### src/rtl/mod997_reduce_serial.sv
// Digit-serial reducer: value mod MOD, MSB-first, one DIG_W-bit digit per clock.
// Each step folds acc*2^DIG_W + digit back into [0,MOD-1] by parallel compares.
module mod997_reduce_serial #(
    parameter int unsigned MOD   = 997,
    parameter int unsigned IN_W  = 20,
    parameter int unsigned DIG_W = 3,
    parameter int unsigned OUT_W = 10
) (
    input  logic             clk,
    input  logic             rst,
    input  logic             in_valid,
    output logic             in_ready,
    input  logic [IN_W-1:0]  in_data,
    output logic             out_valid,
    input  logic             out_ready,
    output logic [OUT_W-1:0] out_data,
    output logic             busy
);

    localparam int unsigned NDIG  = (IN_W + DIG_W - 1) / DIG_W;
    localparam int unsigned PAD_W = NDIG * DIG_W;
    localparam int unsigned T_W   = OUT_W + DIG_W;
    localparam int unsigned CNT_W = $clog2(NDIG + 1);

    localparam logic [1:0] ST_IDLE = 2'd0;
    localparam logic [1:0] ST_RUN  = 2'd1;
    localparam logic [1:0] ST_DONE = 2'd2;

    logic [1:0]       state_q, state_d;
    logic [OUT_W-1:0] acc_q, acc_d;
    logic [CNT_W-1:0] cnt_q, cnt_d;
    logic [PAD_W-1:0] shreg_q, shreg_d;
    logic             out_valid_q, out_valid_d;
    logic [OUT_W-1:0] out_data_q, out_data_d;

    logic [DIG_W-1:0] digit;
    logic [T_W-1:0]   t;
    logic [OUT_W-1:0] acc_red;

    // t = acc*2^DIG_W + digit; subtract the largest k*MOD not exceeding t.
    always_comb begin
        digit   = shreg_q[PAD_W-1 -: DIG_W];
        t       = {acc_q, digit};
        acc_red = t[OUT_W-1:0];
        for (int unsigned k = 1; k < (1 << DIG_W); k++) begin
            if (t >= T_W'(k * MOD)) begin
                acc_red = OUT_W'(t - T_W'(k * MOD));
            end
        end
    end

    always_comb begin
        state_d     = state_q;
        acc_d       = acc_q;
        cnt_d       = cnt_q;
        shreg_d     = shreg_q;
        out_valid_d = out_valid_q;
        out_data_d  = out_data_q;
        case (state_q)
            ST_IDLE: begin
                if (in_valid && in_ready) begin
                    shreg_d = PAD_W'(in_data);
                    acc_d   = '0;
                    cnt_d   = '0;
                    state_d = ST_RUN;
                end
            end
            ST_RUN: begin
                acc_d   = acc_red;
                shreg_d = shreg_q << DIG_W;
                if (cnt_q == CNT_W'(NDIG - 1)) begin
                    state_d     = ST_DONE;
                    out_valid_d = 1'b1;
                    out_data_d  = acc_red;
                end else begin
                    cnt_d = cnt_q + CNT_W'(1);
                end
            end
            ST_DONE: begin
                if (out_ready) begin
                    out_valid_d = 1'b0;
                    state_d     = ST_IDLE;
                end
            end
            default: state_d = ST_IDLE;
        endcase
    end

    always_ff @(posedge clk or posedge rst) begin
        if (rst) begin
            state_q     <= ST_IDLE;
            acc_q       <= '0;
            cnt_q       <= '0;
            shreg_q     <= '0;
            out_valid_q <= 1'b0;
            out_data_q  <= '0;
        end else begin
            state_q     <= state_d;
            acc_q       <= acc_d;
            cnt_q       <= cnt_d;
            shreg_q     <= shreg_d;
            out_valid_q <= out_valid_d;
            out_data_q  <= out_data_d;
        end
    end

    assign in_ready  = (state_q == ST_IDLE) && !rst;
    assign out_valid = out_valid_q;
    assign out_data  = out_data_q;
    assign busy      = (state_q != ST_IDLE);

endmodule

### config.mk
export PLATFORM = sky130hd
export DESIGN_NAME = mod997_reduce_serial
export DESIGN_NICKNAME = d
export VERILOG_FILES = /design/src/rtl/mod997_reduce_serial.sv
export SDC_FILE = /design/constraint.sdc
export NUM_CORES = 1
export LEC_CHECK = 0
export BUFFER_PORTS_ARGS = -buffer_cell sky130_fd_sc_hd__buf_2
export CORE_UTILIZATION = 59
export CTS_CLUSTER_DIAMETER = 80
export DETAILED_ROUTE_END_ITERATION = 12
export GPL_TIMING_DRIVEN = 0
export PLACE_DENSITY = 0.8
export SYNTH_ARGS = -nofsm -noshare
export SYNTH_HDL_FRONTEND = slang
export SYNTH_SLANG_ARGS = --single-unit
### constraint.sdc
create_clock -name clk -period 3.01 [get_ports clk]
set_clock_uncertainty 0.05 [all_clocks]
set_input_delay 0.301 -clock clk [delete_from_list [all_inputs] [get_ports clk]]
set_output_delay 0.301 -clock clk [all_outputs]
set_load 0.01 [all_outputs]
==> results of run 1 <==
-- metrics by stage --
step	power, mW	TNS, ns
2_1_floorplan	3.56	0
3_3_place_gp	4.43	-7.14
3_5_place_dp	4.52	-8.39
4_1_cts	5.06	-0.0336
5_1_grt	5.80	-0.126
6_report	5.46	0
-- worst max-delay path, delay by kind of cell (launching register included) --
family	cells	cell delay [ns]
compound gates	5	0.97
xor+xnor	1	0.24
fa+ha+maj	1	0.21
buf+inv	2	0.33
flops	1	0.45
simple gates	2	0.62
-- area by class of cell --
cell class / instances / area share [%]
plain buffers: 36 / 4.37
clock buffers: 6 / 1.90
clock inverters: 2 / 0.374
inverters: 15 / 1.47
multi-input cells: 369 / 55.4
flip-flops and latches: 47 / 27.1
well taps: 75 / 2.16
repair buffers: 52 / 7.25
-- registers in the layout, indices dropped and copies added (netlist names) --
name / cells
shreg_q: 21
cnt_q: 3
state_q: 2
acc_q: 10
out_valid: 1
out_data: 10
-- routing by layer --
metal | up-vias | global-route usage, % | share of wire (%) | routed length [um]
li1 | 1821 | - | - | -
met3 | 52 | 6.18 | 8.1 | 956
met4 | 0 | 19.1 | 4.3 | 505
met5 | - | 0 | 0 | 0
met2 | 240 | 60.8 | 47 | 5530
met1 | 1894 | 46.6 | 41 | 4850
-- where the power goes --
group	total [mW]	switching, mW	internal [mW]	leakage (nW)
Clock	0.414	0.226	0.188	0.0474
Combinational	3.87	2.42	1.46	1.22
Sequential	1.18	0.248	0.929	0.574
Total	5.46	2.89	2.57	1.84
-- cells by family (layout without fill, tap and decap cells) --
logic type               Yosys count  in the layout  synth area share, %
adder cells (fa/ha/maj)           16             16                 5.47
AO/OA/AOI/OAI                    157            157                 29.9
AND/OR/NAND/NOR                  181            181                 22.5
buffers and inverters             52            111                 6.35
XOR/XNOR                          12             12                 2.87
flip-flops                        47             47                 32.1
multiplexers                       3              3                0.820
-- timing repair --
item | 4_1_cts | 5_1_grt
setup buffers | 4 | 10
setup endpoints to repair | 20 | 20
pin swaps | 2 | 8
hold buffers | 1 | 0
gates resized for setup | 18 | 34
hold endpoints to repair | 9 | 0
-- cells in the mapped netlist (all sizes together) (8+ instances only) --
library cell	instances
a21oi	34
a31oi	23
buf	17
clkbuf	20
dfrtp	47
ha	16
inv	15
nand2	80
nand3	23
nor2	39
nor3	8
o21ai	34
o31ai	8
xnor2	10
-- worst paths after layout --
check                             from          end  slack, ns
max reg2reg                shreg_q[19]     acc_q[8]       0.04
min in group asynchronous          rst   state_q[0]       0.42
min                          out_ready   state_q[1]       0.16
max in group asynchronous          rst     acc_q[0]       2.02
max                        shreg_q[19]     acc_q[8]       0.04
min reg2reg                out_data[0]  out_data[0]       0.43
==> reports/qor.csv, run 1 <==
stage;metric;value;unit
run;Max-cap violations;0;
layout;Layout area overhead;18.8;%
pwr;Cell Pwr Density;1260;mW/mm^2
synth;top-area cell type share of the netlist area;32.1;%
worst_setup_path;CP Capture Type;flop;
synth;Cells after Synth;468;
timing;final setup vio count;0;
global_routing;overall global routing resource usage;36.9;%
timing;final count of pins violating max slew;0;
layout;Finished Core Util;73.0;%
synth;Seq cells post-synth;47;
routing;initial DRC count;467;
synth;synthesized area;0.00366;mm^2
timing;hold_ws;0.155;ns
synth;syn_area_per_cell;7.83;um^2
worst_setup_path;Crit Path Max Fanout;9;
placement;worst slack at placement;-0.550;ns
worst_setup_path;Max stage delay cell, worst path;dfrtp_2;
routing;vias per cell;6.66;
timing;final hold vios;0;
placement;gpl congestion;1.00;
worst_setup_path;CP peak stage delay;0.45;ns
timing;crit path time final;2.97;ns
worst_setup_path;critical path class;reg -> reg;
synth;Net Count, Synth;508;
global_routing;vias in the first global route;3711;
floorplanning;Ports;37;
layout;Sequential cell area;0.00118;mm^2
placement;DP HPWL;8.57;mm
layout;most frequent cells in the layout;nand2_1 (79), buf_2 (45), dfrtp_1 (45);
synth;count of yosys warnings during synthesis;0;
layout;final design area excluding fillers;0.00435;mm^2
synth;Top FF cell, synth;dfrtp_1;
routing;Remaining DRCs;0;
routing;total number of vias;4007;
clock_tree;Num CTS Buffers;5;
layout;commonest non-fill, non-tap cell in the layout;nand2_1;
clock_tree;Sink Count;47;
worst_hold_path;worst hold path class;in -> reg;
layout;Nets;566;
timing;Max-slew headroom;59.5;%
placement;Placed Area;0.00396;mm^2
worst_hold_path;worst hold path stage count;2;
timing;Setup WS post-layout;0.0389;ns
floorplanning;Die ar.;0.00653;mm^2
synth;post-synthesis async set-or-reset flop share;100;%
timing;Final period util;98.7;%
synth;number of synthesized flops with an enable pin;0;
routing;routed wire length;11.8;mm
floorplanning;Die W;80.8;um
global_routing;initial antenna violation count;0;
clock_tree;CTS tree;yes;
layout;FILL cells;491;
floorplanning;initial core utilization;61.5;%
outcome;run status;complete, no violations;
layout;non-filler cells in the finished layout;602;
synth;post-synthesis sequential area ratio;32.1;%
global_routing;first-pass GRT wire length;18.1;mm
worst_setup_path;R2R cell count;11;
global_routing;total grt overflow;0;
synth;synth top area cells;dfrtp_1 (32%), nand2_1 (8.1%), ha_1 (5.5%);
worst_setup_path;CP Cell Sequence;clkbuf_4 > inv_2 > ha_1 > and4_1 > a211o_1 > a2bb2oi_2 > or3_1 > a211oi_1 > o22ai_2 > xor2_1 > o21ai_0;
pwr;P_leak;1.84;nW
timing;Max Fclk;337;MHz
floorplanning;Core Footprint;0.00596;mm^2
layout;area of the multi-input gates;0.00241;mm^2
routing;Routed Antenna Nets;0;
clock_tree;Clock Path Buffers;2;
floorplanning;row cnt;28;
clock_tree;H-tree levels;2;
timing;unrepaired setup endpoints after global routing;true;
routing;wire length per cell;19.7;um
layout;ANT cells;0;
layout;fraction of layout instances using a drive strength above 1;23.1;%
placement;dpl cells;580;
pwr;peak supply drop;0.706;mV
placement;PortBufs;36;
worst_setup_path;Crit path required time;3.15;ns
clock_tree;clock-pin slew on the worst setup and hold paths;0.10;ns
timing;slew of the pin with the lowest slew margin;0.604;ns
clock_tree;CTS Root Cell;clkbuf_8;
floorplanning;Die Y;80.8;um
worst_setup_path;crit path DAT;3.11;ns
routing;DRT Pass-1 Iters;5;
clock_tree;Skew-Pair Late Insertion Delay;0.32;ns
synth;post-synth top area cell;dfrtp_1;
global_routing;largest net degree at the start of global routing;39;
synth;post-synthesis cell type count;66;
worst_setup_path;Startpoint Class;flop;
No activity file was read; power rests on OpenSTA's default activity.
==> run 2: changes to the inputs <==
ABC_AREA = 1   (was unset)
CTS_CLUSTER_SIZE = 40   (was unset)
PLACE_DENSITY = 0.79   (was 0.8)
==> run 2 against run 1 <==
Cell area up 1.4%. Sequential cell count unchanged. Sequential share of layout area down 0.43 points. Non-clock buffer count down 22. Total power up 4.6%. Core utilization down 4.8 points. Die area up 9.3%. Largest power group unchanged. Critical endpoint is now out_data[1]. Largest cell class unchanged.
==> reports/qor.csv, run 2 <==
stage;metric;value;unit;change
outcome;run status;complete, no violations;;
worst_hold_path;worst hold path class;in -> reg;;
clock_tree;postcts setup bufs;0;;-4
placement;gpl congestion;0.952;;-5.1%
pwr;Switching Share;55.9;%;+3.0 points
worst_setup_path;Crit Path Max Fanout;10;;+1
clock_tree;Clock Path Buffers;2;;unchanged
worst_setup_path;R2R cell count;15;;+4
placement;worst slack at placement;0.316;ns;+0.866 ns
clock_tree;CTS Root Cell;clkbuf_8;;
layout;fraction of layout instances using a drive strength above 1;17.7;%;-5.5 points
routing;wire length per cell;15.4;um;-22%
layout;Nets;673;;+19%
pwr;peak supply drop;0.686;mV;-2.9%
floorplanning;initial core utilization;62.1;%;+0.62 points
timing;crit path time final;2.79;ns;-0.177 ns
floorplanning;Core Footprint;0.00646;mm^2;+8.4%
timing;post-route setup TNS;0;ns;unchanged
timing;final hold vios;0;;unchanged
worst_setup_path;Crit Reg-Reg Endpoint;out_data[1];;
pwr;Gate power share;73.1;%;+2.2 points
worst_setup_path;crit path DAT;2.95;ns;-0.16 ns
clock_tree;CTS tree;yes;;
placement;PortBufs;36;;unchanged
clock_tree;Num CTS Buffers;5;;unchanged
routing;top sig layer;met4;;
timing;slew of the pin with the lowest slew margin;0.520;ns;-0.0844 ns
global_routing;vias in the first global route;3847;;+3.7%
pwr;Psw;3.19;mW;+11%
global_routing;initial antenna violation count;0;;unchanged
clock_tree;clock-pin slew on the worst setup and hold paths;0.10;ns;about the same
synth;count of yosys warnings during synthesis;0;;unchanged
worst_setup_path;CP Capture Type;flop;;
worst_setup_path;r2r setup slk;0.22;ns;+0.18 ns
layout;commonest non-fill, non-tap cell in the layout;nand2_1;;
synth;post-synthesis async set-or-reset flop share;100;%;unchanged
global_routing;largest net degree at the start of global routing;44;;+13%
layout;Sequential cell area;0.00118;mm^2;-0.21%
clock_tree;Skew-Pair Late Insertion Delay;0.31;ns;about the same
worst_setup_path;Crit path required time;3.16;ns;about the same
routing;initial DRC count;349;;-25%
floorplanning;Die ar.;0.00713;mm^2;+9.3%
global_routing;first-pass GRT wire length;18.7;mm;+3.4%
layout;largest register by flop count;shreg_q;;
pwr;Seq pwr share;19.8;%;-1.7 points
worst_setup_path;Crit Reg-Reg Startpoint;shreg_q[20];;
timing;unrepaired setup endpoints after global routing;false;;
routing;met1 WL;5.05;mm;+4.0%
timing;hold_ws;0.125;ns;-0.0303 ns
pwr;Power Internal;2.52;mW;-2.0%
timing;final setup vio count;0;;unchanged
synth;number of synthesized flops with an enable pin;0;;unchanged
clock_tree;Sink Count;47;;unchanged
synth;count leader, synth;nand2_1;;
timing;Setup WS post-layout;0.216;ns;+0.177 ns
routing;DRT Pass-1 Iters;5;;unchanged
pwr;post-layout total power;5.71;mW;+4.6%
synth;syn_area_per_cell;6.82;um^2;-13%
floorplanning;Die W;84.5;um;+4.5%
routing;Routed Antenna Nets;0;;unchanged
timing;Max-slew headroom;65.4;%;+5.8 points
layout;Finished Core Util;68.3;%;-4.8 points
worst_setup_path;critical path class;reg -> reg;;
synth;Net Count, Synth;628;;+24%
synth;Seq cells post-synth;47;;unchanged
run;Max-cap violations;0;;unchanged
synth;Top FF cell, synth;dfrtp_1;;
floorplanning;row cnt;29;;+3.6%
worst_hold_path;HP Start;out_ready;;
pwr;Cell Pwr Density;1300;mW/mm^2;+3.2%
synth;synth top area cells;dfrtp_1 (29%), nand2_1 (17%), nand3_1 (5.7%);;
synth;Cells after Synth;588;;+26%
synth;post-synthesis cell type count;41;;-38%
synth;Post-synth top cells;nand2_1 (178), inv_1 (51), dfrtp_1 (47);;
global_routing;overall global routing resource usage;32.9;%;-4.0 points
pwr;Clock Power Share;7.1;%;-0.5 points
routing;WL met2;4.81;mm;-13%
floorplanning;Die Y;84.5;um;+4.5%
floorplanning;Ports;37;;unchanged
routing;routed wire length;10.9;mm;-7.7%
worst_hold_path;worst hold path stage count;2;;unchanged
routing;vias per cell;5.78;;-13%
layout;most frequent cells in the layout;nand2_1 (178), inv_1 (50), dfrtp_1 (47);;
worst_setup_path;Startpoint Class;flop;;
pwr;P_leak;2.25;nW;+22%
timing;final count of pins violating max slew;0;;unchanged
layout;area of the multi-input gates;0.00239;mm^2;-0.62%
placement;DP HPWL;8.38;mm;-2.2%
layout;FILL cells;547;;+11%
synth;post-synthesis sequential area ratio;29.3;%;-2.8 points
routing;total number of vias;4110;;+2.6%
worst_hold_path;hold worst-path end;state_q[1];;
routing;Remaining DRCs;0;;unchanged
synth;post-synth top area cell;dfrtp_1;;
layout;number of flip-flops in the largest register;21;;unchanged
timing;Final period util;92.8;%;-5.9 points
global_routing;total grt overflow;0;;unchanged
synth;top-area cell type share of the netlist area;29.3;%;-2.8 points
routing;Detail Route met3 WL;803;um;-16%
layout;Layout area overhead;9.92;%;
timing;Max Fclk;358;MHz;+6.3%
layout;ANT cells;0;;unchanged
clock_tree;H-tree levels;2;;unchanged
synth;synthesized area;0.00401;mm^2;+9.5%
run 2: cell types whose count changed after synthesis, moves of 13 or more:
| cell | delta |
|---|---|
| xor2_1 | +14 |
| a31oi_1 | -14 |
| nor3_1 | +13 |
| inv_1 | +36 |
| nand2_1 | +99 |
| inv_2 | +16 |
| nand3_1 | +23 |
| a221oi_1 | +14 |
run 2: worst max-delay path, stage by stage, from the launching register on:
cell and delay (ns):
dfrtp_1 0.59, inv_2 0.20, ha_1 0.22, nand2_1 0.08
nand2_1 0.09, nor2_2 0.22, o21ai_1 0.11, nand2_1 0.11
a21oi_2 0.08, a31oi_4 0.27, inv_2 0.13, buf_4 0.20
a21oi_2 0.10, o21ai_1 0.10, nand3_1 0.10, nand2_1 0.05
run 2: worst max path at each step:
stage | from | end | slack, ns | cells past startpoint
3_5_place_dp | shreg_q[20] | acc_q[0] | 0.32 | 13
2_1_floorplan | shreg_q[20] | acc_q[1] | 0.86 | 15
5_1_grt | shreg_q[20] | acc_q[0] | 0.06 | 13
3_3_place_gp | shreg_q[19] | acc_q[0] | 0.33 | 14
6_report | shreg_q[20] | out_data[1] | 0.22 | 15
4_1_cts | shreg_q[20] | acc_q[0] | 0.29 | 13
run 2: layer usage:
metal	vias up	GRT usage (%)
met2	177	51.6
met1	1889	46.9
met5	-	0
met4	0	12.3
met3	24	4.23
li1	2020	-
run 2: final cells by class:
class | instances | area share (%)
multi-input cells | 445 | 54.3
flip-flops and latches | 47 | 26.7
inverters | 68 | 5.79
repair buffers | 38 | 4.77
plain buffers | 28 | 4.23
well taps | 77 | 2.19
clock buffers | 5 | 1.56
clock inverters | 3 | 0.511
run 2: cell families (layout without fill, tap and decap cells):
family	count (synthesis)	in the layout	synth area share, %
adders and majority gates	16	16	4.99
AOI/OAI and AO/OA	106	106	17.0
DFF	47	47	29.3
buffers and inverters	96	142	11.0
xor gates and xnor gates	18	18	3.93
and+or+nand+nor	305	305	33.8
run 2: per-stage QoR:
step / std cells / instance area [um^2]
floorplan: 588 / 4010
global placement: 701 / 4290
detailed placement: 702 / 4310
CTS: 711 / 4410
global route: 711 / 4410
finish: 711 / 4410
run 2: what timing repair did:
| action | 4_1_cts | 5_1_grt |
|---|---|---|
| hold endpoints to repair | 4 | 0 |
| resized for setup | 0 | 0 |
| hold buffers | 1 | 0 |
run 2: power groups by stage:
stage                     Combinational [mW]  Sequential (mW)  Clock [mW]
final                                   4.18             1.13       0.404
after global routing                    4.64             1.17       0.430
after CTS                               4.08             1.13       0.407
after detailed placement                4.06             1.14           0
after global placement                  3.98             1.13           0
after floorplan                         3.08             1.13           0
